$ cat config.mk
export PLATFORM = sky130hd
export DESIGN_NAME = lpc_io_target
export DESIGN_NICKNAME = d
export VERILOG_FILES = /design/src/rtl/lpc_io_target.sv
export SDC_FILE = /design/constraint.sdc
export NUM_CORES = 1
export LEC_CHECK = 0
export CELL_PAD_IN_SITES_DETAIL_PLACEMENT = 1
export CELL_PAD_IN_SITES_GLOBAL_PLACEMENT = 2
export CORE_MARGIN = 1
export CORE_UTILIZATION = 37
export DETAILED_ROUTE_END_ITERATION = 8
export PLACE_DENSITY_LB_ADDON = 0.1
export SLEW_MARGIN = 15
export SYNTH_ARGS = -nofsm -noshare
export SYNTH_HDL_FRONTEND = slang
export SYNTH_SLANG_ARGS = --single-unit
$ cat constraint.sdc
create_clock -name LpcClock -period 2.1 [get_ports LpcClock]
set_input_delay 0.42 -clock LpcClock [delete_from_list [all_inputs] [get_ports LpcClock]]
set_output_delay 0.42 -clock LpcClock [all_outputs]
set_load 0.005 [all_outputs]
$ cat src/rtl/lpc_io_target.sv
// ---------------------------------------------------------------------------
// lpc_io_target
// LPC bus target for host I/O read and I/O write cycles that fall inside a
// 2**WIN_BITS byte register window at BASE_ADDR. Decodes LFRAME#/LAD and
// returns SYNC, read data and turnaround on LAD. Register-file accesses are
// issued as single-clock Wr/Rd strobes.
//
// Ports
//   LpcClock  in   LPC clock, all logic on the rising edge
//   PciReset  in   asynchronous active-low reset
//   LFRAME_n  in   LPC frame (active-low)
//   LAD_in    in   LAD nibble as seen on the pad
//   LAD_out   out  LAD nibble driven while LAD_oe=1
//   LAD_oe    out  1 = target drives LAD
//   Addr      out  register offset (cycle address[7:0])
//   DataWr    out  write data, valid while Wr=1
//   Wr        out  one-clock write strobe
//   Rd        out  one-clock read strobe; DataRd sampled on the edge ending it
//   DataRd    in   read data from the register file for Addr
// ---------------------------------------------------------------------------
module lpc_io_target #(
    parameter logic [15:0] BASE_ADDR = 16'h0700,
    parameter int          WIN_BITS  = 8,
    parameter int          SYNC_WAIT = 0
) (
    input  logic       LpcClock,
    input  logic       PciReset,
    input  logic       LFRAME_n,
    input  logic [3:0] LAD_in,
    output logic [3:0] LAD_out,
    output logic       LAD_oe,
    output logic [7:0] Addr,
    output logic [7:0] DataWr,
    output logic       Wr,
    output logic       Rd,
    input  logic [7:0] DataRd
);

    typedef enum logic [2:0] {
        ST_IDLE,
        ST_CYC,
        ST_ADDR,
        ST_WDAT,
        ST_HTAR,
        ST_SYNC,
        ST_RDAT,
        ST_TTAR
    } state_t;

    localparam logic [15:0] WIN_MASK    = 16'hFFFF << WIN_BITS;
    localparam logic [3:0]  SYNC_WAIT_L = 4'(SYNC_WAIT);

    state_t      state_reg,   state_next;
    logic [1:0]  cnt_reg,     cnt_next;      // nibble index within a multi-clock state
    logic [3:0]  wait_reg,    wait_next;     // long-wait SYNC nibbles already sent
    logic        is_wr_reg,   is_wr_next;
    logic [15:0] addr_sh_reg, addr_sh_next;  // address shift register, MSB nibble first
    logic [7:0]  wdata_reg,   wdata_next;
    logic [7:0]  rdata_reg,   rdata_next;
    logic [7:0]  addr_reg,    addr_next;
    logic [7:0]  datawr_reg,  datawr_next;

    logic [15:0] addr_new;
    logic        sync_ready;

    assign addr_new   = {addr_sh_reg[11:0], LAD_in};
    assign sync_ready = (wait_reg == SYNC_WAIT_L);

    always_ff @(posedge LpcClock or negedge PciReset) begin
        if (!PciReset) begin
            state_reg   <= ST_IDLE;
            cnt_reg     <= 2'd0;
            wait_reg    <= 4'd0;
            is_wr_reg   <= 1'b0;
            addr_sh_reg <= 16'h0000;
            wdata_reg   <= 8'h00;
            rdata_reg   <= 8'h00;
            addr_reg    <= 8'h00;
            datawr_reg  <= 8'h00;
        end else begin
            state_reg   <= state_next;
            cnt_reg     <= cnt_next;
            wait_reg    <= wait_next;
            is_wr_reg   <= is_wr_next;
            addr_sh_reg <= addr_sh_next;
            wdata_reg   <= wdata_next;
            rdata_reg   <= rdata_next;
            addr_reg    <= addr_next;
            datawr_reg  <= datawr_next;
        end
    end

    always_comb begin
        state_next   = state_reg;
        cnt_next     = cnt_reg;
        wait_next    = wait_reg;
        is_wr_next   = is_wr_reg;
        addr_sh_next = addr_sh_reg;
        wdata_next   = wdata_reg;
        rdata_next   = rdata_reg;
        addr_next    = addr_reg;
        datawr_next  = datawr_reg;

        case (state_reg)
            ST_IDLE: state_next = ST_IDLE;

            ST_CYC: begin
                cnt_next = 2'd0;
                if (LAD_in[3:1] == 3'b000) begin
                    is_wr_next = 1'b0;
                    state_next = ST_ADDR;
                end else if (LAD_in[3:1] == 3'b001) begin
                    is_wr_next = 1'b1;
                    state_next = ST_ADDR;
                end else begin
                    state_next = ST_IDLE;
                end
            end

            ST_ADDR: begin
                addr_sh_next = addr_new;
                cnt_next     = cnt_reg + 2'd1;
                if (cnt_reg == 2'd3) begin
                    cnt_next = 2'd0;
                    if ((addr_new & WIN_MASK) == (BASE_ADDR & WIN_MASK))
                        state_next = is_wr_reg ? ST_WDAT : ST_HTAR;
                    else
                        state_next = ST_IDLE;
                end
            end

            ST_WDAT: begin
                if (cnt_reg == 2'd0) begin
                    wdata_next[3:0] = LAD_in;
                    cnt_next        = 2'd1;
                end else begin
                    wdata_next[7:4] = LAD_in;
                    cnt_next        = 2'd0;
                    state_next      = ST_HTAR;
                end
            end

            ST_HTAR: begin
                if (cnt_reg == 2'd0) begin
                    cnt_next = 2'd1;
                end else begin
                    cnt_next   = 2'd0;
                    wait_next  = 4'd0;
                    state_next = ST_SYNC;
                    // Register-file address/data become visible from the first
                    // SYNC clock so they are settled before the strobe.
                    addr_next  = addr_sh_reg[7:0];
                    if (is_wr_reg)
                        datawr_next = wdata_reg;
                end
            end

            ST_SYNC: begin
                if (sync_ready) begin
                    cnt_next = 2'd0;
                    if (is_wr_reg) begin
                        state_next = ST_TTAR;
                    end else begin
                        rdata_next = DataRd;
                        state_next = ST_RDAT;
                    end
                end else begin
                    wait_next = wait_reg + 4'd1;
                end
            end

            ST_RDAT: begin
                if (cnt_reg == 2'd0) begin
                    cnt_next = 2'd1;
                end else begin
                    cnt_next   = 2'd0;
                    state_next = ST_TTAR;
                end
            end

            ST_TTAR: begin
                if (cnt_reg == 2'd0) begin
                    cnt_next = 2'd1;
                end else begin
                    cnt_next   = 2'd0;
                    state_next = ST_IDLE;
                end
            end

            default: state_next = ST_IDLE;
        endcase

        // START overrides everything: the host may abort or restart at any clock.
        if (!LFRAME_n)
            state_next = (LAD_in == 4'h0) ? ST_CYC : ST_IDLE;
    end

    // Bus outputs decode directly from registered state so reset releases
    // LAD immediately.
    always_comb begin
        LAD_oe  = 1'b0;
        LAD_out = 4'hF;
        Wr      = 1'b0;
        Rd      = 1'b0;
        case (state_reg)
            ST_SYNC: begin
                LAD_oe  = 1'b1;
                LAD_out = sync_ready ? 4'h0 : 4'h6;
                Wr      = sync_ready &  is_wr_reg;
                Rd      = sync_ready & ~is_wr_reg;
            end
            ST_RDAT: begin
                LAD_oe  = 1'b1;
                LAD_out = (cnt_reg == 2'd0) ? rdata_reg[3:0] : rdata_reg[7:4];
            end
            ST_TTAR: begin
                LAD_oe  = (cnt_reg == 2'd0);
                LAD_out = 4'hF;
            end
            default: begin
                LAD_oe  = 1'b0;
                LAD_out = 4'hF;
            end
        endcase
    end

    assign Addr   = addr_reg;
    assign DataWr = datawr_reg;

endmodule

# Yosys cells after proc, flatten, opt, wreduce, memory -nomap -nowiden
# Cells that the tools add are included.
totals:
  reg_bits: 54
  out_inout_bits: 23
  wordCells: 83
  inputBits: 15
op_classes:
  reduce_logical: 19
  eq_ne: 19
  mux: 29
  n_bitwise: 4
  addsub: 2
ops:
  columns: ["op", "count"]
  rows:
  - ["3-bit two-way mux", 10]
  - ["3-bit one-hot mux with 8 select lines", 1]
  - ["3-bit inequality test (second input constant)", 6]
  - ["4-bit one-hot mux with 2 select lines", 2]
  - ["3-bit equality test (second input constant)", 4]
  - ["4-bit two-way mux", 3]
  - ["2-bit AND reduction", 5]
  - ["3-bit AND reduction", 3]
  - ["8-bit by 3-bit equality test with 1-bit output (second input constant)", 1]
  - ["4-bit zero test", 2]
  - ["2-bit two-way mux", 4]
  - ["2-bit one-hot mux with 4 select lines", 1]
  - ["1-bit two-way mux", 7]
  - ["3-bit by 1-bit equality test with 1-bit output (second input constant)", 2]
  - ["3-bit by 2-bit equality test with 1-bit output (second input constant)", 2]
  - ["3-bit zero test", 2]
  - ["2-bit inequality test (second input constant)", 3]
  - ["6-bit AND reduction", 1]
  - ["4-bit by 1-bit adder with 4-bit output (second input constant)", 1]
  - ["2-bit nonzero test", 2]
  - ["4-bit nonzero test", 1]
  - ["4-bit OR reduction", 1]
  - ["2-bit by 1-bit adder with 2-bit output (second input constant)", 1]
  - ["1-bit AND", 2]
  - ["other kinds (5)", 6]

# Longest topological paths before layout
# Gate-level depths: netlist (run 1).
depth:
  depth_word: 5
  ltp_mapped: 6
  depth_no_buf: 6

# Worst setup path after synthesis (run 1)
# OpenSTA, ideal clock, no wires.
synth_path:
  kind: "reg2out"
  from: "reg cnt_reg[0]"
  to: "out LAD_oe"
  path_buffers: 1
  required_time_ps: 1680
  slack_ps: 380
  arrival_time_ps: 1300
  path_stages_with_launch: 6
  cell_sequence: "dfrtp_1 -> inv_1 -> ha_1 -> clkbuf_1 -> nand3b_1 -> o211a_1"
synth_via:
  elab_chain_len: 2
synth_lines:
  columns: ["element", "line_no", "source"]
  rows:
  - ["start: declaration", "54", "logic [1:0] cnt_reg, cnt_next;"]
  - ["start signal: assignment", "82", "cnt_reg <= cnt_next;"]
  - ["2-bit zero test", "217", "LAD_oe = (cnt_reg == 2'd0);"]
  - ["1-bit one-hot mux with 2 select lines", "205", "case (state_reg)"]
  - ["end: declaration", "31", "output logic LAD_oe,"]
# No other way between the ends.

# Final worst setup path (run 1)
layout_path:
  from: "reg wait_reg[0]"
  to: "out LAD_out[1]"
layout_via:
  elab_chain_len: 3
layout_lines:
  columns: ["element", "line_no", "source"]
  rows:
  - ["start: declaration", "55", "logic [3:0] wait_reg, wait_next;"]
  - ["start signal: assignment", "83", "wait_reg <= wait_next;"]
  - ["4-bit zero test", "67", "assign sync_ready = (wait_reg == SYNC_WAIT_L);"]
  - ["3-bit two-way mux", "208", "LAD_out = sync_ready ? 4'h0 : 4'h6;"]
  - ["4-bit one-hot mux with 2 select lines", "205", null]
  - ["end: declaration", "30", "output logic [3:0] LAD_out,"]
# No other way between the ends.

==> reports/qor.yml, run 1 <==
logic_synthesis:
  synthFlopType: "dfrtp_1"
  synth-compound-area-share_pct: 6.49
  synthAdderAreaFrac_pct: 2.00
  synth_xor_area_share_pct: 0.699
  yosysSeqAreaShare_pct: 53.9
  yosys_warnings: 0
  synth-edff-count: 0
  syn_inst: 188
  synth_seq_cells: 54
  mappedNetlistArea_mm2: 0.00250
  post_synth_num_cell_types: 46
  async_flop_share_pct: 100
  syn_nets: 207
  synth-simple-area-share_pct: 12.0
  synth_top_family_by_area: "multiplexers"
  synth_mux_area_share_pct: 22.0
  syn_avg_cell_area_um2: 13.3
clocking:
  cts_buffers: 5
  clk_path_buf_depth: 2
  cts_tree: "built"
  clock_latency_ns: 0.31
  numClockSinks: 54
  cts-root-buf: "clkbuf_8"
  clkSlewWorstSetupHoldPaths_ns: 0.09
  htreeDepth: 2
sta:
  hold_viol_final: 0
  fmax_ghz: 0.497
  slew_headroom_pct: 52.8
  setup_viol: 0
  fin_crit_sh_pct: 95.9
  slew_violations: 0
  hold_ws_ns: 0.237
  tightest_slew_ns: 0.709
  fin_skew_ns: 0.00901
  layout_min_cycle_time_ns: 2.01
cells_and_area:
  area_growth_pct: 30.6
  diodes: 0
  final_cells: 332
  drive_gt1_share_pct: 25.1
  largest_register_ffs: 12
  final_cell_area_mm2: 0.00327
  fin_nets: 273
  fin_util_pct: 50.7
die:
  ios: 38
  start_util_pct: 38.8
  core_area_mm2: 0.00646
  die_area_mm2: 0.00710
  die_h_um: 84.3
  num_rows: 29
  die_w_um: 84.3
detailed_routing:
  vias_per_cell: 5.16
  wl_per_cell_um: 17.1
  num_vias: 1714
  drt-total-wl_mm: 5.67
  drc: 2
  drt-pass1-iter-count: 6
  detail-route-antenna-nets: 0
  drt_iter0_drc: 69
setup_path:
  r2r_setup_slack_ns: 0.18
  crit_fanout: 3
  start_kind: "flip-flop"
  worst_ep_arrival_time_ns: 1.59
  cp-end-kind: "output port"
  cp_slowest_cell: "dfrtp_1"
  cpPeakStageDelay_ns: 0.37
  required_ns: 1.68
  crit_chain: "inv_2 -> ha_1 -> nor3b_2 -> buf_4 -> nand3b_4 -> o211ai_1 -> buf_2"
  reg2reg_depth: 5
  crit_buf_inv: 3
  r2r-end: "state_reg[0]$_DFFE_PN0P_"
  r2r_start: "state_reg[2]$_DFFE_PN0P_"
  cp_top_family: "flip-flops"
  crit_type: "reg2out"
global_route:
  gr-total-overflow: 0
  grt_max_degree: 55
  antenna_found_initial: 0
  grt_pass1_wl_mm: 9.80
  track_usage_pct: 17.8
  grt_pass1_vias: 1926
flow_run:
  cap_violations: 0
place:
  dp_cells: 317
  placed_area_mm2: 0.00310
  place.gp.congestion: 0.731
  dp_hpwl_mm: 4.13
  io_buffers: 37
outcome:
  violations: "design-rule violations"
  outcome: "complete, but fails checks"
worst_hold_path:
  hp-class: "in2async"
power_and_ir_drop:
  p_per_area_mw_per_mm2: 555
  leakage_nw: 1.62
  irDropWorstVdd_uv: 247
==> cell usage in the layout, fill, tap and decap left out, drive strengths merged, types with 2 or more instances in the layout <==
| master | synthesis | final |
|---|---|---|
| buf | 7 | 35 |
| dfrtp | 54 | 54 |
| nand2b | 2 | 2 |
| nor2 | 5 | 5 |
| nor3b | 3 | 3 |
| a22oi | 2 | 2 |
| nand4 | 2 | 2 |
| inv | 5 | 6 |
| clkdlybuf4s50 | 0 | 29 |
| nand3 | 4 | 4 |
| a21oi | 2 | 2 |
| clkdlybuf4s15 | 0 | 2 |
| nor2b | 5 | 5 |
| mux2 | 48 | 48 |
| clkbuf | 3 | 8 |
| ha | 4 | 4 |
| nand2 | 7 | 7 |
| o21ai | 5 | 5 |
| o211ai | 3 | 3 |
| xor2 | 2 | 2 |
| and2 | 2 | 2 |
| a22o | 2 | 2 |
| or3 | 2 | 2 |
| nand3b | 2 | 2 |
| a211oi | 4 | 4 |
==> cells by family after synthesis <==
family          count (synthesis)
buf+inv                        15
simple gates                   42
flops                          54
compound gates                 22
mux                            49
xor+xnor                        2
fa+ha+maj                       4
==> Yosys cell counts (2+ instances only) <==
cell type	instances	share of area, %
nor2b_1	5	1.2
nand3_1	3	0.60
clkbuf_1	3	0.45
nand2b_1	2	0.50
mux2_1	48	22
nor3b_1	2	0.60
nand4_1	2	0.50
xor2_1	2	0.70
inv_1	5	0.75
a21oi_1	2	0.40
or3_1	2	0.50
o21ai_1	4	0.80
dfrtp_1	54	54
nand2_1	6	0.90
a211oi_1	4	1.2
nor2_1	3	0.45
buf_2	4	0.80
buf_4	3	0.90
o211ai_1	3	0.90
ha_1	4	2.0
a22o_1	2	0.70
==> cell type report <==
| type | instances | area (um^2) |
|---|---|---|
| clock buffers | 6 | 72.6 |
| clock inverters | 2 | 17.5 |
| fillers | 682 | 3190 |
| inverters | 5 | 18.8 |
| multi-input cells | 119 | 1130 |
| flip-flops and latches | 54 | 1350 |
| well taps | 77 | 96.3 |
| repair buffers | 69 | 584 |
==> worst max path at each step <==
stage / from / end / slack (ns) / cells after the start
6_report: wait_reg[0]$_DFFE_PN0P_ / LAD_out[1] / 0.09 / 7
5_1_grt: cnt_reg[1]$_DFFE_PN0P_ / LAD_out[0] / -0.02 / 7
4_1_cts: wait_reg[1]$_DFFE_PN0P_ / Rd / 0.001 / 7
3_5_place_dp: wait_reg[0]$_DFFE_PN0P_ / LAD_out[1] / -0.03 / 7
3_3_place_gp: wait_reg[0]$_DFFE_PN0P_ / LAD_out[2] / 0.01 / 7
2_1_floorplan: cnt_reg[0]$_DFFE_PN0P_ / LAD_oe / 0.38 / 5
==> metal layers <==
layer / wire length, um / vias to the layer above / share of wire, % / GRT usage [%]
met3: 195 / 11 / 3.4 / 3.54
met4: 88 / 0 / 1.6 / 5.49
met2: 2930 / 29 / 52 / 31.2
li1: - / 807 / - / -
met5: 0 / - / 0 / 0
met1: 2460 / 867 / 43 / 22.2
==> metrics by stage <==
step                      power, W  TNS [ns]  worst slack (ns)
after floorplan            0.00113         0             0.380
after global placement     0.00121         0            0.0120
after detailed placement   0.00121   -0.0587           -0.0346
after CTS                  0.00184         0           0.00144
after global routing       0.00191   -0.0273           -0.0211
final                      0.00182         0            0.0870
==> power by group <==
group,switching [W],leakage [nW],internal (W),total [W]
registers,0.0000127,0.743,0.00105,0.00106
logic,0.0000779,0.827,0.0000884,0.000166
clock network,0.000344,0.0458,0.000243,0.000587
==> timing repair <==
item / CTS / global route
hold buffers: 0 / 0
setup endpoints to repair: 7 / 7
hold endpoints to repair: 0 / 0
setup buffers: 5 / 2
pin swaps: 3 / 2
resized for setup: 20 / 12
Note: power is estimated with default switching activity, not from simulation.
==> run 2, diff against run 1 <==
--- a/config.mk
+++ b/config.mk
@@ -10,7 +10,7 @@
 export CORE_MARGIN = 1
 export CORE_UTILIZATION = 37
 export DETAILED_ROUTE_END_ITERATION = 8
-export PLACE_DENSITY_LB_ADDON = 0.1
+export PLACE_DENSITY = 0.86
 export SLEW_MARGIN = 15
 export SYNTH_ARGS = -nofsm -noshare
 export SYNTH_HDL_FRONTEND = slang
==> run 2 against run 1 <==
Effect of this change:
- largest power group unchanged
- maximum frequency down 3.1%
- final area up 0.99%
- core utilization up 0.50 points
- the flow now finishes without violations
- non-clock buffer count down 3
- critical path type unchanged
- count of clock-buffer cells in the layout down 1
==> reports/qor.yml, run 2 (same netlist as run 1, synthesis figures left out) <==
clocking:
  cts_tree: "built"  # unchanged
  numClockSinks: 54  # unchanged
  hold_buffers: 0  # unchanged
  htreeDepth: 2  # unchanged
  clk_path_buf_depth: 2  # unchanged
  clkSlewWorstSetupHoldPaths_ns: 0.10  # was 0.09 ns
  clock_latency_ns: 0.31  # about the same
  cts_buffers: 5  # unchanged
  cts-root-buf: "clkbuf_8"  # unchanged
cells_and_area:
  layout_commonest_cell: "dfrtp_1"  # unchanged
  fin_nets: 270  # was 273
  final-seq-area_mm2: 0.00135  # unchanged
  n_fill_cell: 687  # was 682
  drive_gt1_share_pct: 26.6  # was 25.1%
  final_cell_mix: "dfrtp_1 (54), mux2_1 (48), clkdlybuf4s50_1 (29)"  # was dfrtp_1 (54), mux2_1 (48), buf_4 (32)
  diodes: 0  # unchanged
  largest_register_ffs: 12  # unchanged
  multi_input_area_mm2: 0.00115  # was 0.00113 mm^2
  area_growth_pct: 31.9  # was 30.6%
power_and_ir_drop:
  cell_internal_pwr_w: 0.00149  # was 0.00138 W
  p_per_area_mw_per_mm2: 586  # was 555 mW/mm^2
  irDropWorstVdd_uv: 380  # was 247 uV
  pwr-share-clk_pct: 36.5  # was 32.3%
  power.total_w: 0.00194  # was 0.00182 W
  p_switching_w: 0.000444  # was 0.000435 W
  p_seq_share_pct: 55.0  # was 58.5%
  p_comb_share_pct: 8.5  # was 9.2%
  switching_share_pct: 23.0  # was 23.9%
  leakage_nw: 1.62  # about the same
global_route:
  gr-total-overflow: 0  # unchanged
  grt_pass1_wl_mm: 9.76  # was 9.80 mm
  antenna_found_initial: 0  # unchanged
  track_usage_pct: 17.7  # was 17.8%
  grt_pass1_vias: 1919  # was 1926
  grt_max_degree: 55  # unchanged
sta:
  rsz0062_at_grt: "true"
  layout_min_cycle_time_ns: 2.08  # was 2.01 ns
  slew_violations: 0  # unchanged
  tightest_slew_ns: 0.688  # was 0.709 ns
  fin_ws_ns: 0.0236  # was 0.0870 ns
  hold_viol_final: 0  # unchanged
  slew_headroom_pct: 54.2  # was 52.8%
  fin_tns_setup_ns: 0  # unchanged
  fin_crit_sh_pct: 98.9  # was 95.9%
  setup_viol: 0  # unchanged
  fmax_ghz: 0.482  # was 0.497 GHz
  fin_skew_ns: 0.00725  # was 0.00901 ns
setup_path:
  required_ns: 1.68  # about the same
  crit_fanout: 3  # unchanged
  cp-end-kind: "output port"  # unchanged
  cpPeakStageDelay_ns: 0.40  # was 0.37 ns
  cp_slowest_cell: "dfrtp_1"  # unchanged
  start_kind: "flip-flop"  # unchanged
  crit_type: "reg2out"  # unchanged
  crit_chain: "inv_2 -> ha_4 -> nor3b_4 -> nand3_2 -> buf_6 -> nor2_2 -> buf_2"  # was inv_2 -> ha_1 -> nor3b_2 -> buf_4 -> nand3b_4 -> o211ai_1 -> buf_2
  worst_ep_arrival_time_ns: 1.66  # was 1.59 ns
worst_hold_path:
  hp-class: "in2async"  # unchanged
detailed_routing:
  drt-total-wl_mm: 5.64  # was 5.67 mm
  vias_per_cell: 5.21  # was 5.16
  drc: 0  # was 2
  wl_per_cell_um: 17.1  # about the same
  detail-route-antenna-nets: 0  # unchanged
  drt_iter0_drc: 80  # was 69
  num_vias: 1713  # was 1714
  drt-pass1-iter-count: 4  # was 6
die:
  core_area_mm2: 0.00646  # unchanged
  num_rows: 29  # unchanged
  die_h_um: 84.3  # unchanged
  die_w_um: 84.3  # unchanged
  ios: 38  # unchanged
  start_util_pct: 38.8  # unchanged
  die_area_mm2: 0.00710  # unchanged
outcome:
  outcome: "finished clean"  # was complete, but fails checks
flow_run:
  cap_violations: 0  # unchanged
place:
  io_buffers: 37  # unchanged
  place.gp.congestion: 0.730  # was 0.731
  dp_slack_ns: -0.0815  # was -0.0346 ns
  dp_hpwl_mm: 3.95  # was 4.13 mm
## run 2: area by class of cell
type | count | area share [%]
flip-flops and latches | 54 | 40.9
repair buffers | 66 | 17.3
inverters | 5 | 0.568
clock buffers | 5 | 2.08
clock inverters | 3 | 1.33
well taps | 77 | 2.92
multi-input cells | 119 | 34.9
## run 2: routing by layer
| layer | vias to the layer above | GRT usage (%) | wire, um |
|---|---|---|---|
| li1 | 803 | - | - |
| met1 | 881 | 22.8 | 2570 |
| met2 | 21 | 30.3 | 2820 |
| met3 | 8 | 3.34 | 160 |
| met4 | 0 | 5.64 | 91 |
| met5 | - | 0 | 0 |
## run 2: final timing paths
kind,start,to,slack [ns],cells past startpoint
max,wait_reg[0]$_DFFE_PN0P_,Wr,0.02,7
min,PciReset,Addr[7]$_DFFE_PN0P_,0.24,2
max reg2reg,cnt_reg[0]$_DFFE_PN0P_,DataWr[5]$_DFFE_PN0P_,0.21,7
min reg2reg,wdata_reg[6]$_DFFE_PN0P_,DataWr[6]$_DFFE_PN0P_,0.49,1
max in group asynchronous,PciReset,rdata_reg[0]$_DFFE_PN0P_,1.40,2
min in group LpcClock,wdata_reg[6]$_DFFE_PN0P_,DataWr[6]$_DFFE_PN0P_,0.49,1
## run 2: stage by stage
step | utilization, % | hold slack (ns) | area [um^2] | std cells
global route | 51.2 | 0.299 | 3300 | 329
CTS | 50.6 | 0.262 | 3270 | 325
global placement | 47.6 | 0.461 | 3080 | 312
detailed placement | 47.6 | 0.472 | 3080 | 312
finish | 51.2 | 0.239 | 3300 | 329
floorplan | - | 0.124 | 2500 | 188
## run 2: critical path: cells and delay by family, from the launching register on
family	cells	cell delay, ns
fa+ha+maj	1	0.13
buf+inv	3	0.36
flops	1	0.40
simple gates	3	0.46
## run 2: repair_timing
action	4_1_cts	5_1_grt
gates cloned	0	0
setup endpoints to repair	7	6
buffers inserted	5	4
resized for setup	21	17
pin swaps	4	2
## run 2: power groups by stage
| stage | clock (W) | combinational (W) | sequential, W |
|---|---|---|---|
| floorplan | 0 | 0.0000490 | 0.00108 |
| finish | 0.000706 | 0.000165 | 0.00106 |
| global placement | 0 | 0.000129 | 0.00108 |
| global route | 0.000769 | 0.000183 | 0.00107 |
| detailed placement | 0 | 0.000132 | 0.00108 |
| CTS | 0.000722 | 0.000164 | 0.00106 |
